===== src/rtl/riscv_imem_arbiter.sv =====
// Two-port instruction-fetch arbiter onto a single memory port.
// A 1-bit tag FIFO remembers which port each in-flight request came from so responses route back in order.
module riscv_imem_arbiter #(
    parameter int DEPTH   = 4,
    parameter int REQ_SZ  = 67,
    parameter int RESP_SZ = 35
) (
    input  logic                     clk,
    input  logic                     reset,

    input  logic [REQ_SZ-1:0]        imemreq0_msg,
    input  logic                     imemreq0_val,
    output logic                     imemreq0_rdy,
    output logic [RESP_SZ-1:0]       imemresp0_msg,
    output logic                     imemresp0_val,

    input  logic [REQ_SZ-1:0]        imemreq1_msg,
    input  logic                     imemreq1_val,
    output logic                     imemreq1_rdy,
    output logic [RESP_SZ-1:0]       imemresp1_msg,
    output logic                     imemresp1_val,

    output logic [REQ_SZ-1:0]        memreq_msg,
    output logic                     memreq_val,
    input  logic                     memreq_rdy,
    input  logic [RESP_SZ-1:0]       memresp_msg,
    input  logic                     memresp_val,

    output logic [$clog2(DEPTH):0]   outstanding,
    output logic                     err_orphan
);

    localparam int PTR_W = $clog2(DEPTH);
    localparam int CNT_W = PTR_W + 1;

    logic [DEPTH-1:0] tag_q, tag_d;
    logic [PTR_W-1:0] wptr_q, wptr_d;
    logic [PTR_W-1:0] rptr_q, rptr_d;
    logic [CNT_W-1:0] count_q, count_d;
    logic             last_grant_q, last_grant_d;
    logic             err_q, err_d;

    logic full;
    logic empty;
    logic grant1;
    logic fire;
    logic head;
    logic route;
    logic orphan;

    // Full/empty come from the registered count only, so a same-cycle pop never opens a slot for a fire.
    always_comb begin
        full   = (count_q == CNT_W'(DEPTH));
        empty  = (count_q == '0);
        grant1 = imemreq1_val & (~imemreq0_val | ~last_grant_q);

        memreq_val   = reset & (imemreq0_val | imemreq1_val) & ~full;
        memreq_msg   = (grant1 & memreq_val) ? imemreq1_msg : imemreq0_msg;
        imemreq0_rdy = reset & ~grant1 & memreq_rdy & ~full;
        imemreq1_rdy = reset &  grant1 & memreq_rdy & ~full;
        fire         = memreq_val & memreq_rdy;
    end

    // Response path is purely combinational: the FIFO head picks the destination port in the same cycle.
    always_comb begin
        head   = tag_q[rptr_q];
        route  = reset & memresp_val & ~empty;
        orphan = reset & memresp_val &  empty;

        imemresp0_val = route & ~head;
        imemresp1_val = route &  head;
        imemresp0_msg = memresp_msg;
        imemresp1_msg = memresp_msg;
    end

    always_comb begin
        tag_d        = tag_q;
        wptr_d       = wptr_q;
        rptr_d       = rptr_q;
        last_grant_d = last_grant_q;
        err_d        = err_q | orphan;
        count_d      = count_q + CNT_W'(fire) - CNT_W'(route);

        if (fire) begin
            tag_d[wptr_q] = grant1;
            wptr_d        = wptr_q + PTR_W'(1);
            last_grant_d  = grant1;
        end
        if (route) begin
            rptr_d = rptr_q + PTR_W'(1);
        end
    end

    // last_grant resets to 1 so that port 0 wins the first contention.
    always_ff @(posedge clk or negedge reset) begin
        if (!reset) begin
            tag_q        <= '0;
            wptr_q       <= '0;
            rptr_q       <= '0;
            count_q      <= '0;
            last_grant_q <= 1'b1;
            err_q        <= 1'b0;
        end else begin
            tag_q        <= tag_d;
            wptr_q       <= wptr_d;
            rptr_q       <= rptr_d;
            count_q      <= count_d;
            last_grant_q <= last_grant_d;
            err_q        <= err_d;
        end
    end

    assign outstanding = count_q;
    assign err_orphan  = err_q;

endmodule


===== config.mk =====
export PLATFORM = sky130hd
export DESIGN_NAME = riscv_imem_arbiter
export DESIGN_NICKNAME = d
export VERILOG_FILES = /design/src/rtl/riscv_imem_arbiter.sv
export SDC_FILE = /design/constraint.sdc
export NUM_CORES = 1
export LEC_CHECK = 0
export ABC_AREA = 1
export BUFFER_PORTS_ARGS = -buffer_cell sky130_fd_sc_hd__buf_2
export CAP_MARGIN = 20
export CORE_AREA = 2 2 124 126
export DETAILED_ROUTE_END_ITERATION = 7
export DIE_AREA = 0 0 126 128
export GPL_ROUTABILITY_DRIVEN = 0
export SYNTH_ARGS = -nofsm -noshare
export SYNTH_HDL_FRONTEND = slang
export SYNTH_SLANG_ARGS = --single-unit

===== constraint.sdc =====
create_clock -name clk -period 2 [get_ports clk]
set_input_delay 0.1 -clock clk [delete_from_list [all_inputs] [get_ports clk]]
set_output_delay 0.1 -clock clk [all_outputs]
set_load 0.02 [all_outputs]

* Word-level counts from Yosys, hierarchy flattened
Index checks and enable logic that the tools add are counted.
Storage, ports and cells: bits in registers 13, latch bits 0, RAM bits 0, memory bits (read-only) 0, input port bits 175, output and inout bits 146, word-level logic and storage cells 47, memories 0
Operators by class: add/subtract/negate cells 4, $mul 0, div/mod/pow operators 0, order comparisons 3, equality and inequality tests 1, shift-type cells 0, mux-type cells 6, bitwise operators 25, reduce and logical (&&, ||, !) cells 2
Operators by type and width (number):
- two-way mux 67 bit | 1
- AND 1 bit | 16
- less-than comparator 2 x 3 -> 1 bit, second input constant | 2
- inverter 1 bit | 6
- adder 2 x 1 -> 2 bit, second input constant | 2
- bitwise mux 4 bit | 1
- adder 3 x 1 -> 3 bit | 1
- == test 3 bit, second input constant | 1
- zero test 3 bit | 1
- bitwise OR 1 bit | 3
- subtractor 3 x 1 -> 3 bit | 1
- binary-select mux 1 bit (select 2 bit) | 1
- demux 1 bit (select 2 bit) | 1
- >= comparator 2 x 1 -> 1 bit, second input constant | 1
- two-way mux 1 bit | 2
- logical AND 1 bit | 1

* Longest topological paths before layout
depth in word-level cells 7, depth in mapped cells 9, mapped depth without buffers 9

* Least setup slack after synthesis
OpenSTA, ideal clock, no wires.
path type register to register, start point register count_q[1] (netlist: outstanding[1]), end point register count_q[2] (netlist: outstanding[2]), setup time 0.123 ns, arrival 2.072 ns, required time 1.877 ns, path slack -0.195 ns, cell stages (with the launch flop) 10, path buffers 0, period minus slack after synthesis 2.195 ns, cell sequence dfrtp_1 nor2_4 a21oi_2 nand2_1 ha_1 inv_1 ha_1 inv_1 fa_1 xnor2_1
On the way: longest elaborated chain between the ends 6, elaborated cells between the ends (all ways) 9, classes of those cells 2 x add/sub; 1 x eq/ne; 5 x bitwise; 1 x reduce/logical
Ends and longest elaborated chain:
- start: declaration | RTL line 39 | logic [CNT_W-1:0] count_q, count_d;
- start signal: assignment | RTL line 107 | count_q <= count_d;
- == test 3 bit | RTL line 53 | full = (count_q == CNT_W'(DEPTH));
- inverter 1 bit | RTL line 57 | memreq_val = reset & (imemreq0_val | imemreq1_val) & ~full;
- AND 1 bit | RTL line 57
- AND 1 bit | RTL line 61 | fire = memreq_val & memreq_rdy;
- adder 3 x 1 -> 3 bit | RTL line 82 | count_d = count_q + CNT_W'(fire) - CNT_W'(route);
- subtractor 3 x 1 -> 3 bit * | RTL line 82
- net count_d[2] | RTL line 39
Mark *: on every way through the listed nets, which the timed path passes. The rest lies on a longest branch. A chain may end at the register's enable or synchronous reset.

* Worst setup path after layout
start point register count_q[0] (netlist: outstanding[0]), end point register count_q[1] (netlist: outstanding[1])
The elaborated chain is that of the path after synthesis.

==> run metrics <==
Final Critical Period roughly 2.0 ns; Power Dens Cells ~830 nW/um^2; post-route ant nets 0; Worst EP required roughly 2.1 ns; initial antenna violation count 0; CTS buffer count 3; Fill cells ~1700; synthesized flop and latch total 13; Starting Density 0.157; drt total wl ~9600 um; grt total ovfl 0; critical path data arrival time 2.09 ns; Leak between 2 and 2.5 nW; sequential element share of the synthesized area 0.140; VDD IR max 0.834 mV; GR Util All Layers 0.0948; drt drc 0; Post-Syn Area approximately 2300 um^2; commonest non-fill, non-tap cell in the layout buf_2; status complete, no violations; die width around 130 um; Mapped Nets 557; Final Cycle Share 0.980; Worst-path clk slew approximately 0.040 ns; Hold Crit Class input pin to output pin; die area 16100 um^2; CTS tree yes; crit end category register; number of global-route vias before repair 2295; Vias ~2800; final setup fails 0; multi-input logic area 1070 um^2; FP Rows 45; cell count after synthesis 375; most frequent cells in the layout 215 x buf_2, 82 x inv_1, 82 x nand2_1; clk root buf clkbuf_16; CORE AREA 14900 um^2; post-synth cell types 29; final core occ 0.227; global-route wire length before repair between 10000 and 15000 um; CP Max Fanout 4; NumNets Final roughly 700; H-tree depth 1; actual slew at the worst max-slew pin approximately 0.27 ns; pre-CTS setup slack 0.0425 ns; DRT Pass-1 Iters 4; IO buf count around 220; Syn-to-layout area delta 44.4%; worst reg2reg setup slack between 0.03 and 0.04 ns; CTS Sinks 13; IO Count 321; Pwr Total between 2 and 3 mW; crit start category register; setup ws final about 0.040 ns; # diodes 0; syn avg cell area ~6.2 um^2; Die H 128 um; Routed WL per cell approximately 13 um; DR iter-0 viols between 80 and 90; clk_lat worst skew 0.24 ns; Max Freq between 500 and 600 MHz; Yosys warnings 0; Max Clock Skew 0.00341 ns; CTS max path bufs 2; Via density 3.88; final slew viol count 0; DP Wirelength roughly 7500 um; layout cells sized above 1 0.509; slew margin rel. 0.822; register area roughly 330 um^2; Crit Path Class register to register; Final Hold Viols 0; Max Cap Violations 0; RSZ-0062 raised after global routing yes; largest net degree at the start of global routing 65
where the power goes:
part | internal [mW] | switching [mW] | total (mW) | leakage [nW]
combinational | 0.755 | 1.12 | 1.87 | 1.95
clock | 0.268 | 0.105 | 0.373 | 0.0382
sequential | 0.406 | 0.143 | 0.549 | 0.153
total | 1.43 | 1.36 | 2.79 | 2.14
kinds of logic (layout without fill, tap and decap cells):
kind of cell	count (synthesis)	after routing	share of synthesized area
simple gates	110	110	0.211
flops	13	13	0.140
buf+inv	168	321	0.410
xor+xnor	3	3	0.0113
fa+ha+maj	7	7	0.0408
compound gates	74	74	0.186
cell usage after synthesis:
cell type  number  share of area
o211ai_1        2         0.0064
dfrtp_1        12           0.13
nand2_2        10          0.027
buf_8           1         0.0064
nand3_1         3         0.0064
inv_1          82           0.13
dfstp_2         1          0.011
a21oi_4         1         0.0070
nand2_4         1         0.0048
xor2_1          1         0.0038
and3_1          1         0.0027
a21oi_2         2         0.0075
nor2_1          2         0.0032
buf_6           6          0.029
o21ai_2        10          0.038
o21ai_1        50           0.11
xnor2_1         2         0.0075
buf_4          70           0.23
ha_1            6          0.032
nand4_1         8          0.021
nand3_4         1         0.0075
nand2_1        83           0.13
o21bai_1        1         0.0032
nor2_4          1         0.0048
buf_2           6          0.013
clkbuf_1        3         0.0048
fa_1            1         0.0086
a21oi_1         1         0.0021
o21ai_0         7          0.015
cell type report:
type,count,share of cell area
clock buffer,4,0.0234
inverter,82,0.0914
multi-input combinational,194,0.318
sequential,13,0.0981
tap,188,0.0699
timing repair buffer,235,0.399
critical path: stages, from the launching register on:
cell and delay (ns):
dfrtp_2 0.43, nor2_4 0.17, buf_6 0.12, a21oi_4 0.05, nand2_2 0.10, ha_1 0.23
inv_1 0.06, ha_1 0.13, inv_1 0.04, fa_1 0.48, inv_1 0.04
state kept, by name (all words and copies together), names as in the netlist:
register,flops
rptr_q,2
outstanding,3
wptr_q,2
last_grant_q,1
err_orphan,1
tag_q,4
final timing paths:
path,startpoint,end,cells after the start
min in group asynchronous,reset,wptr_q[1],3
setup / recovery,outstanding[0],outstanding[1],10
setup reg to reg,outstanding[0],outstanding[1],10
hold reg to reg,err_orphan,err_orphan,1
hold / removal,memresp_msg[28],imemresp0_msg[28],0
max in group asynchronous,reset,last_grant_q,3
routing by layer:
| metal | vias up | GRT usage | wire, um |
|---|---|---|---|
| met5 | - | 0 | 0 |
| li1 | 1369 | - | - |
| met2 | 207 | 0.146 | 4440 |
| met1 | 1197 | 0.122 | 3920 |
| met3 | 4 | 0.0488 | 1170 |
| met4 | 0 | 0.0116 | 36 |
repair_timing:
action,4_1_cts,5_1_grt
hold buffers,1,0
gates resized for setup,0,6
setup endpoints to repair,0,55
endpoints found under the hold margin,12,0
setup buffers,0,8
per-stage QoR:
stage	cell area, um^2	setup TNS (ns)	hold slack [ns]	instances
2_1_floorplan	2350	0	-0.196	375
3_3_place_gp	3090	0	0.0469	699
3_5_place_dp	3090	0	0.0715	699
4_1_cts	3170	0	0.171	704
5_1_grt	3370	-0.0424	0.200	716
6_report	3370	0	0.200	716
(Power assumes the default switching activity.)
